===== config.mk =====
export PLATFORM = sky130hd
export DESIGN_NAME = node_streamer_flat
export DESIGN_NICKNAME = d
export VERILOG_FILES = /design/src/rtl/node_streamer_if.sv /design/src/rtl/node_streamer.sv /design/src/flat_wrapper.sv
export SDC_FILE = /design/constraint.sdc
export NUM_CORES = 1
export LEC_CHECK = 0
export ABC_AREA = 1
export CELL_PAD_IN_SITES_DETAIL_PLACEMENT = 0
export CELL_PAD_IN_SITES_GLOBAL_PLACEMENT = 1
export CORE_ASPECT_RATIO = 0.6
export CORE_MARGIN = 2
export CORE_UTILIZATION = 30
export DETAILED_ROUTE_END_ITERATION = 10
export DONT_BUFFER_PORTS = 1
export MAX_ROUTING_LAYER = met4
export PLACE_DENSITY_LB_ADDON = 0.1
export SLEW_MARGIN = 20
export SYNTH_ARGS = -nofsm -noshare
export SYNTH_HDL_FRONTEND = slang
export SYNTH_SLANG_ARGS = --single-unit

===== constraint.sdc =====
create_clock -name clk -period 2.2 [get_ports clk]
set_input_delay 0.66 -clock clk [delete_from_list [all_inputs] [get_ports clk]]
set_output_delay 0.66 -clock clk [all_outputs]
set_load 0.1 [all_outputs]

===== src/rtl/node_streamer_if.sv =====
// Handshake bundle between node_streamer and its producer/consumer side.
// The slave modport is the streamer itself; the master modport is the one driving it.
interface node_streamer_if #(
  parameter int NODE_COUNT = 5
);
  logic                       snap_req;
  logic [NODE_COUNT*32-1:0]   nodes_x;
  logic [NODE_COUNT*32-1:0]   nodes_y;
  logic                       out_ready;
  logic                       out_valid;
  logic [31:0]                out_x;
  logic [31:0]                out_y;
  logic [7:0]                 out_node_id;
  logic                       out_last;
  logic [15:0]                out_frame;
  logic                       busy;
  logic [7:0]                 drop_count;

  modport master (
    output snap_req, nodes_x, nodes_y, out_ready,
    input  out_valid, out_x, out_y, out_node_id, out_last, out_frame, busy, drop_count
  );

  modport slave (
    input  snap_req, nodes_x, nodes_y, out_ready,
    output out_valid, out_x, out_y, out_node_id, out_last, out_frame, busy, drop_count
  );
endinterface


===== src/rtl/node_streamer.sv =====
// Snapshots a core's node positions on request and streams them one node per beat
// over a valid/ready port; requests arriving mid-frame are counted and dropped.
module node_streamer #(
  parameter int NODE_COUNT = 5,
  parameter int CORE_ID    = 1
) (
  input logic            clk,
  input logic            reset,
  node_streamer_if.slave bus
);
  localparam int             IW       = (NODE_COUNT > 1) ? $clog2(NODE_COUNT) : 1;
  localparam logic [IW-1:0]  LAST_IDX = IW'(NODE_COUNT - 1);
  localparam logic [7:0]     ID_BASE  = 8'((CORE_ID - 1) * NODE_COUNT + 1);
  localparam logic [0:0]     S_IDLE   = 1'b0;
  localparam logic [0:0]     S_STREAM = 1'b1;

  logic [0:0]                   r_state;
  logic [IW-1:0]                r_idx;
  logic [NODE_COUNT-1:0][31:0]  r_sx;
  logic [NODE_COUNT-1:0][31:0]  r_sy;
  logic [15:0]                  r_frame;  // captures accepted since reset
  logic [7:0]                   r_drop;

  logic w_valid, w_xfer, w_last, w_last_xfer, w_capture, w_drop;

  assign w_valid     = (r_state == S_STREAM);
  assign w_xfer      = w_valid && bus.out_ready;
  assign w_last      = w_valid && (r_idx == LAST_IDX);
  assign w_last_xfer = w_xfer && (r_idx == LAST_IDX);
  // A request landing on the final transfer chains straight into the next frame.
  assign w_capture   = bus.snap_req && (!w_valid || w_last_xfer);
  assign w_drop      = bus.snap_req && !w_capture;

  always_ff @(posedge clk or negedge reset) begin
    if (!reset) begin
      r_state <= S_IDLE;
      r_idx   <= '0;
      r_sx    <= '0;
      r_sy    <= '0;
      r_frame <= '0;
      r_drop  <= '0;
    end else begin
      if (w_capture) begin
        r_sx    <= bus.nodes_x;
        r_sy    <= bus.nodes_y;
        r_idx   <= '0;
        r_state <= S_STREAM;
        r_frame <= r_frame + 16'd1;
      end else if (w_last_xfer) begin
        r_idx   <= '0;
        r_state <= S_IDLE;
      end else if (w_xfer) begin
        r_idx   <= r_idx + IW'(1);
      end
      if (w_drop && (r_drop != 8'hFF))
        r_drop <= r_drop + 8'd1;
    end
  end

  // Beat fields read as zero outside a frame so the port is quiet when idle.
  assign bus.out_valid   = w_valid;
  assign bus.busy        = w_valid;
  assign bus.out_x       = w_valid ? r_sx[r_idx] : 32'd0;
  assign bus.out_y       = w_valid ? r_sy[r_idx] : 32'd0;
  assign bus.out_node_id = w_valid ? (ID_BASE + 8'(r_idx)) : 8'd0;
  assign bus.out_last    = w_last;
  assign bus.out_frame   = w_valid ? (r_frame - 16'd1) : 16'd0;
  assign bus.drop_count  = r_drop;
endmodule

===== src/flat_wrapper.sv =====
// flat-port wrapper written by rule: the top's interface ports become plain ports
module node_streamer_flat 
#(
  parameter int NODE_COUNT = 5,
  parameter int CORE_ID    = 1
)
  (clk, reset, bus_snap_req, bus_nodes_x, bus_nodes_y, bus_out_ready, bus_out_valid, bus_out_x, bus_out_y, bus_out_node_id, bus_out_last, bus_out_frame, bus_busy, bus_drop_count);
  node_streamer_if #(.NODE_COUNT(NODE_COUNT)) bus_i ();
  input logic clk;
  input logic reset;
  input wire logic [$bits(bus_i.snap_req)-1:0] bus_snap_req;
  input wire logic [$bits(bus_i.nodes_x)-1:0] bus_nodes_x;
  input wire logic [$bits(bus_i.nodes_y)-1:0] bus_nodes_y;
  input wire logic [$bits(bus_i.out_ready)-1:0] bus_out_ready;
  output wire logic [$bits(bus_i.out_valid)-1:0] bus_out_valid;
  output wire logic [$bits(bus_i.out_x)-1:0] bus_out_x;
  output wire logic [$bits(bus_i.out_y)-1:0] bus_out_y;
  output wire logic [$bits(bus_i.out_node_id)-1:0] bus_out_node_id;
  output wire logic [$bits(bus_i.out_last)-1:0] bus_out_last;
  output wire logic [$bits(bus_i.out_frame)-1:0] bus_out_frame;
  output wire logic [$bits(bus_i.busy)-1:0] bus_busy;
  output wire logic [$bits(bus_i.drop_count)-1:0] bus_drop_count;
  assign bus_i.snap_req = bus_snap_req;
  assign bus_i.nodes_x = bus_nodes_x;
  assign bus_i.nodes_y = bus_nodes_y;
  assign bus_i.out_ready = bus_out_ready;
  assign bus_out_valid = bus_i.out_valid;
  assign bus_out_x = bus_i.out_x;
  assign bus_out_y = bus_i.out_y;
  assign bus_out_node_id = bus_i.out_node_id;
  assign bus_out_last = bus_i.out_last;
  assign bus_out_frame = bus_i.out_frame;
  assign bus_busy = bus_i.busy;
  assign bus_drop_count = bus_i.drop_count;
  node_streamer #(.NODE_COUNT(NODE_COUNT), .CORE_ID(CORE_ID)) u_core (.clk(clk), .reset(reset), .bus(bus_i));
endmodule

Yosys cells after proc, flatten, opt, wreduce, memory -nomap -nowiden
Index checks and enable logic that the tools add are counted.
- register bits: 348
- latch bits: 0
- bits in writable memories: 0
- bits in read-only memories: 0
- input port bits: 324
- output and inout port bits: 99
- word-level logic and storage cells: 46
- memories kept: 0
- $add $sub $neg: 5
- multipliers: 0
- div/mod/pow operators: 0
- magnitude comparators: 1
- eq/ne operators: 2
- shift-type cells: 0
- muxes and demuxes: 13
- bitwise gates (word level): 0
- reductions and logical operators: 11
- operator list (operator ; count):
    $bmux 32 s3 ; 2
    $mux 32 ; 4
    $add 16x1->16 const B ; 1
    $mux 16 ; 1
    $sub 16x1->16 const B ; 1
    $mux 3 ; 3
    $add 8x1->8 const B ; 1
    $mux 8 ; 1
    $ne 8x8->1 const B ; 1
    $logic_and 1x1->1 ; 6
    $add 1x3->4 const A ; 1
    $lt 3x4->1 const B ; 1
    $add 3x1->3 const B ; 1
    $eq 3x3->1 const B ; 1
    $reduce_bool 3->1 ; 1
    $logic_not 1->1 ; 2
    $mux 1 ; 2
    $reduce_bool 2->1 ; 1
    $logic_or 1x1->1 ; 1

Depth between registers and ports, before layout
- word-level depth: 7
- depth in mapped cells: 13
- depth with buffers taken out: 9

Worst setup path after synthesis
Ideal clock, no wire load.
- path kind: reg2out
- start: reg u_core.r_state (netlist: u_core.bus.busy)
- end: out bus_out_frame[6]
- arrival: 3.067 ns
- data required time: 1.540 ns
- path slack: -1.527 ns
- stages on the path, launching flop included: 5
- buffers on the path: 2
- cells stage by stage: dfrtp_1 -> buf_2 -> buf_1 -> o21ai_0 -> a21oi_1
- word-level cells in the longest chain between the ends: 1
- ends and longest elaborated chain (element ; line ; text):
    from (decl) ; node_streamer.sv:17 ; logic [0:0] r_state;
    from (signal assigned) ; node_streamer.sv:36 ; r_state <= S_IDLE;
    from (signal assigned) ; node_streamer.sv:47 ; r_state <= S_STREAM;
    from (signal assigned) ; node_streamer.sv:51 ; r_state <= S_IDLE;
    $mux 16 ; node_streamer.sv:67 ; assign bus.out_frame = w_valid ? (r_frame - 16'd1) : 16'd0;
    to (decl) ; flat_wrapper.sv:20 ; output wire logic [$bits(bus_i.out_frame)-1:0] bus_out_frame;
Every way passes these cells.

Final worst setup path
- start: reg u_core.r_idx[0]
- end: out bus_out_x[28]
- word-level cells in the longest chain between the ends: 3
- ends and longest elaborated chain (element ; line ; text):
    from (decl) ; node_streamer.sv:18 ; logic [IW-1:0] r_idx;
    from (signal assigned) ; node_streamer.sv:53 ; r_idx <= r_idx + IW'(1);
    $bmux 32 s3 ; node_streamer.sv:63 ; assign bus.out_x = w_valid ? r_sx[r_idx] : 32'd0;
    $mux 32 (implied by the code) ; node_streamer.sv:63 ;
    $mux 32 ; node_streamer.sv:63 ;
    to (decl) ; flat_wrapper.sv:16 ; output wire logic [$bits(bus_i.out_x)-1:0] bus_out_x;
Every way passes these cells. The select of a mux whose other input is x is not followed.

==> flow_summary.rst <==
.. list-table::
   :header-rows: 1

   * - Metric
     - Value
   * - Synth Register Bits
     - between 300 and 400
   * - Buffer depth of the longest clock path
     - 3
   * - Flip-flop cell with the highest count after synthesis
     - sky130_fd_sc_hd__dfrtp_1
   * - Core Footprint
     - 57260 um2
   * - Clk_lat worst skew
     - 540 ps
   * - Critical path's slowest cell
     - sky130_fd_sc_hd__dfrtp_4
   * - Number of antenna-violating nets in the routed design
     - 0
   * - Setup violation total in the final timing report
     - 424
   * - Flop-to-flop setup slack
     - -250 ps
   * - Share of post-route cells with drive strength above 1
     - 0.2101
   * - Largest cells by area after synthesis
     - sky130_fd_sc_hd__dfrtp_1 (50%), sky130_fd_sc_hd__nand2_1 (26%), sky130_fd_sc_hd__nor2_1 (6.7%), sky130_fd_sc_hd__o21ai_0 (4.6%), sky130_fd_sc_hd__a21oi_1 (2.2%)
   * - Number of sinks on the clock net
     - 348
   * - Max cap viols
     - 0
   * - Final hold slack
     - -178.3 ps
   * - Post-layout min period
     - 2966 ps
   * - Wire length of the first global-routing pass
     - 98860 um
   * - Share of the cycle needed by the critical path after routing
     - 1.348
   * - Post-synth EDFFs
     - 0
   * - Initial antenna violation count
     - 4
   * - Number of placed I/O pins
     - 423
   * - Routed via count divided by cell count
     - between 4 and 5
   * - Clock buffer count from CTS
     - 38
   * - Unrepaired setup endpoints after global routing
     - true
   * - Worst path max stage delay
     - 540 ps
   * - Synthesis warning total
     - 0
   * - Worst-case setup margin in the final layout
     - -766.0 ps
   * - IO Port Bufs
     - 0
   * - Setup clock skew after layout
     - 14.05 ps
   * - Synth-to-Final Area Change
     - 35.36%
   * - Syn Inst Count
     - between 2000 and 2500
   * - Routed vias
     - 15706
   * - Largest net degree at the start of global routing
     - 349
   * - Post-synthesis area per instance
     - 7.099 um2
   * - Total routing resource utilization after global routing
     - 0.2231
   * - Asr flop ratio synth
     - 1.000
   * - Number of violations reported at the end of detailed-routing iteration 0
     - 979
   * - Type of the worst min-delay path
     - primary input to async pin
   * - Total count of hold-check failures in the final report
     - ~240
   * - Synth area leader
     - sky130_fd_sc_hd__dfrtp_1
   * - Commonest cells post-synth
     - sky130_fd_sc_hd__nand2_1 (1193), sky130_fd_sc_hd__dfrtp_1 (348), sky130_fd_sc_hd__nor2_1 (307), sky130_fd_sc_hd__o21ai_0 (158), sky130_fd_sc_hd__inv_1 (93)
   * - Post-Synthesis Cell Area
     - 17320 um2
   * - Clock transition at path regs
     - 60 ps
   * - Critical R2R Capture
     - u_core.r_sx[100]$_DFFE_PN0P_
   * - Cell with the most instances after synthesis
     - sky130_fd_sc_hd__nand2_1
   * - Detailed placer's ending HPWL
     - roughly 45000 um
   * - F_max
     - 337.2 MHz
   * - H-tree depth
     - 2
   * - Aggregate global routing overflow
     - 0
   * - Fillers
     - 5853
   * - Worst endpoint required time
     - 1540 ps
   * - Portion of the post-synthesis area used by sequential elements
     - 0.5028
   * - Effective utilization at floorplan
     - 0.3025
   * - Multi-input gate area in the final layout
     - 8245 um2
   * - Violated checks
     - hold timing, setup timing
   * - Count of nets after finishing
     - 2897
   * - Routability Congestion
     - around 0.85
   * - Arrival time at the worst endpoint
     - 2310 ps
   * - Detail-routed net length per standard cell
     - slightly below 20 um
   * - TNS Setup
     - -98550 ps
   * - Drt total wl
     - 65740 um
   * - Outcome
     - finished, violations left
   * - Die outline area
     - 59740 um2
   * - Crit end category
     - output pin
   * - Remaining max-slew budget at the tightest pin
     - 0.3060
   * - Width of the chip
     - 314.2 um
   * - CP most frequent cell
     - sky130_fd_sc_hd__buf_12
   * - Synth unique cells
     - 24
   * - Startpoint-to-endpoint class of the critical path
     - register to output pin
   * - Worst r2r src
     - u_core.r_idx[0]$_DFFE_PN0P_
   * - Flip-flop and latch area
     - 8732 um2
   * - Remaining design rule violation count
     - 0
   * - Std-Cell Rows
     - 68
   * - Die H
     - roughly 190 um
   * - First-pass DRT Iterations
     - 5
   * - Worst-margin pin slew
     - 1041 ps
   * - CTS tree
     - yes
   * - Crit-path cells
     - buf_12 -> nor2_4 -> buf_12 -> buf_12 -> buf_12 -> nand2_1 -> a21oi_1 -> o21ai_1 -> inv_2 -> buf_12
   * - Critical path launch point type
     - register
   * - Area share of the largest cell type after synthesis
     - 0.5028
   * - Via count of the first global-routing pass
     - 15796
   * - Final max-slew violation count
     - 0
   * - Clock Root Buffer
     - sky130_fd_sc_hd__clkbuf_16
   * - Length in cells of the worst reg-to-reg path
     - 11
   * - Worst-path fanout max
     - 11
-- critical path: cells and delay by family, from the launching register on --
family / cells / cell delay, ps
AO/OA/AOI/OAI: 2 / 200
buffers and inverters: 6 / 860
flip-flops: 1 / 540
AND/OR/NAND/NOR: 2 / 160
-- flip-flops by register name, indices dropped and copies added (netlist names) --
signal	cells
u_core.bus.busy	1
u_core.r_frame	16
u_core.bus.drop_count	8
u_core.r_sx	160
u_core.r_idx	3
u_core.r_sy	160
-- how the worst max path moves through the flow --
| stage | start | end | slack, ps |
|---|---|---|---|
| 6_report | u_core.r_idx[0]$_DFFE_PN0P_ | bus_out_x[28] | -770 |
| 5_1_grt | u_core.r_idx[0]$_DFFE_PN0P_ | bus_out_x[28] | -880 |
| 4_1_cts | u_core.r_idx[0]$_DFFE_PN0P_ | bus_out_y[13] | -840 |
| 3_5_place_dp | u_core.r_idx[0]$_DFFE_PN0P_ | u_core.r_idx[0]$_DFFE_PN0P_ | -360 |
| 3_3_place_gp | u_core.r_idx[1]$_DFFE_PN0P_ | u_core.r_idx[0]$_DFFE_PN0P_ | -410 |
| 2_1_floorplan | u_core.r_idx[0]$_DFFE_PN0P_ | bus_out_x[16] | -160 |
-- cells in the final DEF (no fill, tap or decap), types with 4 or more instances in the layout --
| cell | n |
|---|---|
| sky130_fd_sc_hd__buf_4 | 96 |
| sky130_fd_sc_hd__o21ai_2 | 52 |
| sky130_fd_sc_hd__inv_1 | 24 |
| sky130_fd_sc_hd__clkbuf_8 | 7 |
| sky130_fd_sc_hd__nor2_4 | 23 |
| sky130_fd_sc_hd__inv_2 | 17 |
| sky130_fd_sc_hd__nand3_1 | 13 |
| sky130_fd_sc_hd__a21oi_1 | 38 |
| sky130_fd_sc_hd__o21ai_0 | 107 |
| sky130_fd_sc_hd__conb_1 | 4 |
| sky130_fd_sc_hd__nand2_1 | 1179 |
| sky130_fd_sc_hd__dfrtp_4 | 4 |
| sky130_fd_sc_hd__a21oi_2 | 30 |
| sky130_fd_sc_hd__a21oi_4 | 7 |
| sky130_fd_sc_hd__clkbuf_1 | 10 |
| sky130_fd_sc_hd__buf_6 | 13 |
| sky130_fd_sc_hd__buf_16 | 5 |
| sky130_fd_sc_hd__nand2_2 | 13 |
| sky130_fd_sc_hd__nand3_2 | 5 |
| sky130_fd_sc_hd__clkbuf_16 | 44 |
| sky130_fd_sc_hd__dfrtp_1 | 337 |
| sky130_fd_sc_hd__buf_12 | 122 |
| sky130_fd_sc_hd__diode_2 | 4 |
| sky130_fd_sc_hd__dfrtp_2 | 7 |
| sky130_fd_sc_hd__o21ai_4 | 4 |
| sky130_fd_sc_hd__nor2_2 | 17 |
| sky130_fd_sc_hd__xnor2_1 | 6 |
| sky130_fd_sc_hd__clkinvlp_4 | 52 |
| sky130_fd_sc_hd__nor2_1 | 269 |
| sky130_fd_sc_hd__o21ai_1 | 48 |
-- logic make-up after synthesis --
family,Yosys count,share of synthesized area
buffers and inverters,254,0.06834
XOR/XNOR,11,0.005562
adder cells (fa/ha/maj),5,0.003612
AO/OA/AOI/OAI,288,0.08416
AND/OR/NAND/NOR,1533,0.3353
other,1,0.0002165
flip-flops,348,0.5028
-- per-stage QoR --
| stage | util | cells | setup WS [ps] | cell area [um2] |
|---|---|---|---|---|
| 2_1_floorplan | - | 2443 | -164.1 | 18050 |
| 3_3_place_gp | 0.3694 | 3257 | -413.8 | 21150 |
| 3_5_place_dp | 0.3694 | 3257 | -363.3 | 21150 |
| 4_1_cts | 0.4044 | 3356 | -837.5 | 23160 |
| 5_1_grt | 0.4094 | 3367 | -879.9 | 23440 |
| 6_report | 0.4094 | 3368 | -766.0 | 23450 |
-- layout make-up --
cell class,count,area share
clock inverters,8,0.005177
diodes,4,0.0004269
clock buffers,58,0.04947
flip-flops and latches,348,0.3725
repair buffers,243,0.1550
multi-input cells,1841,0.3517
well taps,770,0.04109
inverters,96,0.02466
-- layer usage --
metal | up-vias | share of wire | global-route usage
li1 | 7757 | - | -
met1 | 7556 | 0.50 | 0.3261
met2 | 320 | 0.44 | 0.3222
met3 | 73 | 0.044 | 0.03641
met4 | 0 | 0.019 | 0.04932
met5 | - | 0 | -
-- timing repair --
action	CTS	global route
endpoints found under the hold margin	348	348
resized for setup	122	67
setup buffers	28	7
gates cloned	5	3
endpoints found under the setup margin	424	430
pin swaps	22	23
Power is not shown: default switching activity piles up to over one toggle a cycle in this logic, so the estimate is an artifact.
